===== config.mk =====
export PLATFORM = sky130hd
export DESIGN_NAME = cp0_exc_unit
export DESIGN_NICKNAME = d
export VERILOG_FILES = /design/src/rtl/cp0_exc_unit_pkg.sv /design/src/rtl/cp0_exc_unit_timer.sv /design/src/rtl/cp0_exc_unit.sv
export SDC_FILE = /design/constraint.sdc
export NUM_CORES = 1
export LEC_CHECK = 0
export ABC_CLOCK_PERIOD_IN_PS = 2200
export CAP_MARGIN = 10
export CORE_MARGIN = 2
export CORE_UTILIZATION = 39
export DETAILED_ROUTE_END_ITERATION = 10
export GPL_TIMING_DRIVEN = 0
export HOLD_SLACK_MARGIN = 0.15
export PLACE_DENSITY = 0.78
export SLEW_MARGIN = 20
export SYNTH_ARGS = -nofsm -noshare
export SYNTH_HDL_FRONTEND = slang
export SYNTH_SLANG_ARGS = --single-unit
export TNS_END_PERCENT = 5

===== constraint.sdc =====
create_clock -name clk -period 2.2 [get_ports clk]
set_input_delay 0.22 -clock clk [delete_from_list [all_inputs] [get_ports clk]]
set_output_delay 0.22 -clock clk [all_outputs]
set_load 0.1 [all_outputs]

===== src/rtl/cp0_exc_unit_pkg.sv =====
// Shared definitions for the CP0 exception unit: register numbers, exception
// codes and the SR / Cause field layout.
package cp0_exc_unit_pkg;

  localparam logic [4:0] CP0_COUNT   = 5'd9;
  localparam logic [4:0] CP0_COMPARE = 5'd11;
  localparam logic [4:0] CP0_SR      = 5'd12;
  localparam logic [4:0] CP0_CAUSE   = 5'd13;
  localparam logic [4:0] CP0_EPC     = 5'd14;
  localparam logic [4:0] CP0_PRID    = 5'd15;

  localparam logic [4:0] EXC_INT  = 5'd0;
  localparam logic [4:0] EXC_ADEL = 5'd4;
  localparam logic [4:0] EXC_ADES = 5'd5;
  localparam logic [4:0] EXC_RI   = 5'd10;
  localparam logic [4:0] EXC_OV   = 5'd12;

  // Bit positions of the architected fields; everything else reads as 0.
  localparam int SR_IM_HI    = 15;
  localparam int SR_IM_LO    = 10;
  localparam int SR_EXL      = 1;
  localparam int SR_IE       = 0;
  localparam int CAUSE_BD    = 31;
  localparam int CAUSE_IP_HI = 15;
  localparam int CAUSE_IP_LO = 10;
  localparam int CAUSE_EX_HI = 6;
  localparam int CAUSE_EX_LO = 2;

  typedef struct packed {
    logic [5:0] im;
    logic       exl;
    logic       ie;
  } sr_t;

  function automatic logic [31:0] pack_sr(input sr_t sr);
    logic [31:0] v;
    v = '0;
    v[SR_IM_HI:SR_IM_LO] = sr.im;
    v[SR_EXL]            = sr.exl;
    v[SR_IE]             = sr.ie;
    return v;
  endfunction

  function automatic logic [31:0] pack_cause(input logic bd, input logic [5:0] ip,
                                             input logic [4:0] exc);
    logic [31:0] v;
    v = '0;
    v[CAUSE_BD]                = bd;
    v[CAUSE_IP_HI:CAUSE_IP_LO] = ip;
    v[CAUSE_EX_HI:CAUSE_EX_LO] = exc;
    return v;
  endfunction

endpackage


===== src/rtl/cp0_exc_unit_timer.sv =====
// Count/Compare timer for CP0; only instantiated when CP0_TIMER_EN is defined.
// The timer flag is sticky until Compare is rewritten.
module cp0_timer (
  input  logic        clk,
  input  logic        reset,
  input  logic        count_we,
  input  logic        compare_we,
  input  logic [31:0] wdata,
  output logic [31:0] count,
  output logic [31:0] compare,
  output logic        ti
);

  logic ti_q;
  logic match;

  assign match = (count == compare) && (compare != 32'd0);
  // The match itself raises the line in the cycle Count reaches Compare.
  assign ti    = ti_q | match;

  always_ff @(posedge clk) begin
    if (!reset) begin
      count   <= '0;
      compare <= '0;
      ti_q    <= 1'b0;
    end else begin
      count <= count_we ? wdata : count + 32'd1;
      if (compare_we) begin
        compare <= wdata;
        ti_q    <= 1'b0;
      end else if (match) begin
        ti_q <= 1'b1;
      end
    end
  end

endmodule


===== src/rtl/cp0_exc_unit.sv =====
// CP0 exception/interrupt unit: SR, Cause, EPC, PRId plus mfc0/mtc0/eret.
// Optional Count/Compare timer on HWInt[7] is enabled with CP0_TIMER_EN.
module cp0_exc_unit
  import cp0_exc_unit_pkg::*;
#(
  parameter logic [31:0] PRID = 32'h1802_0000
) (
  input  logic        clk,
  input  logic        reset,
  input  logic [4:0]  A1,
  input  logic [4:0]  A2,
  input  logic [31:0] DIn,
  input  logic        WE,
  input  logic [31:0] PC,
  input  logic        BD,
  input  logic [6:2]  ExcCode,
  input  logic [7:2]  HWInt,
  input  logic        EXLClr,
  output logic        ExcReq,
  output logic [31:0] EPC_out,
  output logic [31:0] DOut
);

  sr_t         sr_q;
  logic        cause_bd_q;
  logic [5:0]  cause_ip_q;
  logic [4:0]  cause_exc_q;
  logic [31:0] epc_q;

  logic [7:2]  hw_eff;
  logic        int_req;
  logic        syn_req;
  logic        mtc0_we;

  // An exception cycle swallows any mtc0 issued alongside it.
  assign mtc0_we = WE & ~ExcReq;

`ifdef CP0_TIMER_EN
  logic [31:0] count_val;
  logic [31:0] compare_val;
  logic        ti;

  cp0_timer u_timer (
    .clk        (clk),
    .reset      (reset),
    .count_we   (mtc0_we && (A2 == CP0_COUNT)),
    .compare_we (mtc0_we && (A2 == CP0_COMPARE)),
    .wdata      (DIn),
    .count      (count_val),
    .compare    (compare_val),
    .ti         (ti)
  );

  assign hw_eff = {HWInt[7] | ti, HWInt[6:2]};
`else
  assign hw_eff = HWInt;
`endif

  assign int_req = (|(hw_eff & sr_q.im)) & sr_q.ie & ~sr_q.exl;
  assign syn_req = (ExcCode != EXC_INT) & ~sr_q.exl;
  assign ExcReq  = int_req | syn_req;
  assign EPC_out = epc_q;

  // NOTE: non-blocking assignments so every field updates from pre-edge values.
  always_ff @(posedge clk) begin
    if (!reset) begin
      sr_q        <= '0;
      cause_bd_q  <= 1'b0;
      cause_ip_q  <= '0;
      cause_exc_q <= '0;
      epc_q       <= '0;
    end else begin
      cause_ip_q <= hw_eff;
      if (ExcReq) begin
        sr_q.exl    <= 1'b1;
        cause_exc_q <= int_req ? EXC_INT : ExcCode;
        cause_bd_q  <= BD;
        epc_q       <= (BD ? PC - 32'd4 : PC) & ~32'd3;
      end else begin
        if (WE && (A2 == CP0_SR)) begin
          sr_q.im  <= DIn[SR_IM_HI:SR_IM_LO];
          sr_q.exl <= DIn[SR_EXL];
          sr_q.ie  <= DIn[SR_IE];
        end
        if (WE && (A2 == CP0_EPC))
          epc_q <= {DIn[31:2], 2'b00};
        // eret overrides the EXL bit of a simultaneous SR write.
        if (EXLClr)
          sr_q.exl <= 1'b0;
      end
    end
  end

  // NOTE: DOut gets its default first so no path leaves it unassigned (no latch).
  always_comb begin
    DOut = '0;
    case (A1)
      CP0_SR:      DOut = pack_sr(sr_q);
      CP0_CAUSE:   DOut = pack_cause(cause_bd_q, cause_ip_q, cause_exc_q);
      CP0_EPC:     DOut = epc_q;
      CP0_PRID:    DOut = PRID;
`ifdef CP0_TIMER_EN
      CP0_COUNT:   DOut = count_val;
      CP0_COMPARE: DOut = compare_val;
`endif
      default:     DOut = '0;
    endcase
  end

endmodule

After elaboration in Yosys (flattened, before gate mapping). Cells that the tools add are included.

Input port bits: 90. Logic and storage cells: 36. RAM bits: 0. Latch bits: 0. Memories kept: 0. Flip-flop bits (word level): 50. Memory bits (read-only): 0.

Mux-type cells: 8. Reduce and logical (&&, ||, !) cells: 7. Bitwise operators: 7. Equality and inequality tests: 6. Order comparisons: 0. Multiply operators: 0. Add/subtract/negate cells: 1. Shifts and indexed selects: 0. Div/mod/pow operators: 0.

Operator list (count): $pmux 32 s4 (1); $mux 32 (3); $sub 32x3->32 const B (1); $eq 5x4->1 const B (6); $and 6x6->6 (1); $reduce_or 6->1 (1); $mux 5 (1); $reduce_bool 5->1 (1); $and 1x1->1 (3); $reduce_bool 3->1 (1); $logic_and 1x1->1 (2); $mux 1 (2); $mux 2 (1); $not 1->1 (2); $reduce_and 2->1 (1); $reduce_bool 2->1 (1); $or 1x1->1 (1).

Longest topological paths before layout.
Depth after elaboration: 7. Gate-level depth with buffers: 7. Depth with buffers taken out: 6.

Worst setup path after synthesis. Ideal clock, no wire load.

Path kind: input to output. Start: input A1[3]. End: output DOut[1]. Buffers on the path: 0. Data required time: 1980 ps. Cell stages on the path: 3. Arrival: 3088 ps. Slack: -1108 ps. Cell sequence: nand2_1 > nor3_1 > nor3b_1.

Cells in the longest elaborated chain, start to end: 2. Elaborated cells on any way between the ends: 5. Those cells by class: 4 x eq/ne; 1 x mux.

RTL lines: start, declared (line cp0_exc_unit.sv:10) `input logic [4:0] A1,`; $eq 5x4->1 (line cp0_exc_unit.sv:97) `case (A1)`; $pmux 32 s4 * (line cp0_exc_unit.sv:97); end, declared (line cp0_exc_unit.sv:21) `output logic [31:0] DOut`.

Mark *: on every way between the ends. The rest lies on a longest branch, timed or not.

Worst setup path in the final report.
Start: input HWInt[5] (netlist bit). End: output ExcReq.

Cells in the longest elaborated chain, start to end: 5.

RTL lines: start, declared (line cp0_exc_unit.sv:17) `input logic [7:2] HWInt,`; $and 6x6->6 (line cp0_exc_unit.sv:59) `assign int_req = (|(hw_eff & sr_q.im)) & sr_q.ie & ~sr_q.exl;`; $reduce_or 6->1 (line cp0_exc_unit.sv:59); $and 1x1->1 (2 in series) (line cp0_exc_unit.sv:59); $or 1x1->1 (line cp0_exc_unit.sv:61) `assign ExcReq = int_req | syn_req;`; end, declared (line cp0_exc_unit.sv:19) `output logic ExcReq,`.

Every way passes these cells.

==> flow_summary_export.csv <==
group,metric,value,unit
global_route,grt_overflow,0,
clock_network,cts.htree.levels,2,
global_route,grt_max_degree,17,
global_route,met3_usage,3.19,%
route,drc_errors,0,
clock_network,root_buffer,"clkbuf_8",
synth,syn_avg_cell_area,8.13,µm²
final_layout,mostFrequentLayoutCells,"105 x clkdlybuf4s50_1, 50 x dfxtp_1, 28 x nor4_1, 26 x clkbuf_1, 25 x inv_1",
placement,gp_congestion,0.862,
status,status,"finished with violations",
timing,period_needed,2.23,ns
timing,slew_viol_final,0,
critical_path,worstPathRequired,1.98,ns
critical_path,critPathLaunchType,"input pin",
critical_path,reg2reg_slack,0.06,ns
clock_network,cts_tree,"done",
critical_path,worstReg2RegEnd,"EPC_out[13]",
die,initial_utilization,40.1,%
route,viasPerCell,6.18,
synth,synth_area,0.00350,mm²
placement,port_buffers,146,
hold_path,hold_class,"input pin to flip-flop",
synth,synth_cell_types,48,
synth,yosys.area.top_type,"dfxtp_1",
synth,synth_warnings,0,
timing,hold_violations,0,
route,drt_pass1_iterations,5,
critical_path,crit_fanout,10,
synth,ys_seq_elements,50,
critical_path,crit-reg2reg-launch,"sr_q[1]",
global_route,grt_pass1_wl,20600,µm
global_route,grt_pass1_vias,4064,
timing,worst_pin_slew,0.977,ns
final_layout,diodes,0,
pwr,ir_worst_vdd,0.327,mV
critical_path,crit_type,"input pin to primary output",
timing,finalWorstSetupSlack,-0.0292,ns
final_layout,drive_above_1_share,18.1,%
die,core,0.00872,mm²
pwr,cellPowerDensity,503,mW/mm²
final_layout,final_core_util,64.8,%
hold_path,hold_start,"PC[20]",
clock_network,cts_hold_buf,0,
global_route,use_met2,44.3,%
timing,max_freq,0.449,GHz
pwr,total_power,2.84,mW
synth,synth-seq-area-share,28.6,%
placement,dp_slack,-1.85,ns
die,die_area,0.00974,mm²
synth,synth.top_cell.area_share,28.6,%
route,ant_nets,0,
timing,maxSlewHeadroom,34.7,%
die,die_w,98.7,µm
hold_path,hold_end,"EPC_out[20]",
synth,synth_cells,430,
clock_network,clkLatencyLatePin,0.31,ns
placement,dp_hpwl,10200,µm
global_route,gr-usage-met1,34.8,%
route,post_drt_wl_per_cell,19.3,µm
clock_network,cts_buffers,5,
synth,yosys-top-cells-area,"dfxtp_1 29%, o31a_1 5.8%, nor4_1 5.2%",
run,maxCapViolCount,0,
placement,place_area,0.00514,mm²
status,violations,"negative setup slack",
final_layout,layout_commonest_cell,"clkdlybuf4s50_1",
final_layout,final_nets,680,
die,dieHeight,98.7,µm
die,rows,34,
hold_path,min_path_cells,3,
synth,synth_edf_count,0,
die,num_io_pins,155,
timing,setup_viol,1,
synth,synth_top_flop_cell,"dfxtp_1",
pwr,p_leak,1.97,nW
global_route,grt_busiest_layer,"met2",
route,route.vias.total,4314,
timing,clock_skew,0.00725,ns
final_layout,synthToLayoutAreaGrowth,61.6,%
critical_path,end_kind,"primary output",
clock_network,clk_path_buf_depth,2,
critical_path,r2r_cells,6,
route,wirelength,13500,µm
timing,rsz0062_at_grt,"true",
clock_network,clk_pin_slew,0.10,ns
synth,synth_async_sr_flop_share,0,%
clock_network,cts.sinks,50,
timing,min_period_over_period,101,%
route,drtIter0Drc,349,
final_layout,stdcell_area,0.00565,mm²
global_route,track_usage,26.1,%
global_route,antenna_found_initial,0,
critical_path,cp.arrival,2.01,ns
## flip-flops by register name (all words and copies together) (netlist names)
name	cells
sr_q	8
cause_exc_q	5
cause_bd_q	1
EPC_out	30
cause_ip_q	6
## cells by family (layout without fill, tap and decap cells)
kind of cell / after synthesis / in the layout / synth area share, %
other: 1 / 2 / 0.107
buffers and inverters: 69 / 228 / 7.73
adders and majority gates: 1 / 1 / 0.358
muxes: 17 / 17 / 4.87
DFF: 50 / 50 / 28.6
xor gates and xnor gates: 6 / 6 / 1.50
and+or+nand+nor: 151 / 151 / 26.7
AOI/OAI and AO/OA: 135 / 135 / 30.1
## power breakdown
group	switching, mW	internal [mW]
combinational	0.762	0.380
clock	0.330	0.339
sequential	0.0571	0.973
total	1.15	1.69
## worst max-delay path by stage
stage	cells past startpoint	start	end
finish	7	HWInt[5]	ExcReq
global route	7	HWInt[3]	ExcReq
CTS	5	PC[4]	EPC_out[27]
detailed placement	7	A1[3]	DOut[3]
global placement	7	A1[3]	DOut[16]
floorplan	5	A1[3]	DOut[3]
## stage by stage
stage	instances	hold WS (ns)	setup TNS [ns]
2_1_floorplan	431	0.342	-4.13
6_report	698	0.270	-0.0292
3_5_place_dp	685	0.478	-63.62
4_1_cts	696	0.333	-0.0266
5_1_grt	698	0.296	-0.530
3_3_place_gp	685	0.463	-60.41
## metal layers
layer	share of wire (%)	wire length, µm
met5	0	0
met4	2.5	343
met3	7.5	1010
met2	49	6620
met1	41	5510
## timing repair
action                                  in CTS  in global routing
resized for setup                          226                 88
setup buffers                                3                  2
pin swaps                                    4                  5
endpoints found under the setup margin      45                 62
## final cells by class
class / count / area (µm²)
Sequential cell: 50 / 1000
Inverter: 25 / 93.8
Buffer: 44 / 229
Timing Repair Buffer: 151 / 1660
Multi-Input combinational cell: 312 / 2420
Clock buffer: 5 / 68.8
Tap cell: 108 / 135
Fill cell: 715 / 3070
Clock inverter: 3 / 45.0
## cell usage after synthesis (3+ instances only)
| cell | n |
|---|---|
| a2111oi_0 | 5 |
| a211oi_1 | 17 |
| a21oi_1 | 9 |
| a22o_1 | 9 |
| a22oi_1 | 5 |
| a31oi_1 | 14 |
| and2_1 | 23 |
| buf_2 | 3 |
| clkbuf_1 | 38 |
| dfxtp_1 | 50 |
| inv_1 | 25 |
| mux2i_1 | 17 |
| nand2_1 | 19 |
| nand3_1 | 8 |
| nand4_1 | 4 |
| nand4b_1 | 4 |
| nor2_1 | 6 |
| nor3_1 | 10 |
| nor3b_1 | 4 |
| nor4_1 | 29 |
| o21a_1 | 7 |
| o21ai_0 | 3 |
| o2bb2ai_1 | 5 |
| o31a_1 | 23 |
| o31ai_1 | 15 |
| o41ai_1 | 15 |
| or2_2 | 3 |
| or3_1 | 11 |
| or3b_2 | 6 |
| or4_1 | 16 |
| xnor2_1 | 3 |
| xor2_1 | 3 |
## critical path: stages
cell and delay (ns):
clkdlybuf4s50_1 0.43, a22o_1 0.28, o311a_4 0.41, nor2_2 0.15, inv_1 0.10, clkbuf_4 0.21
buf_8 0.20
Power figures use the tool's default switching activity.
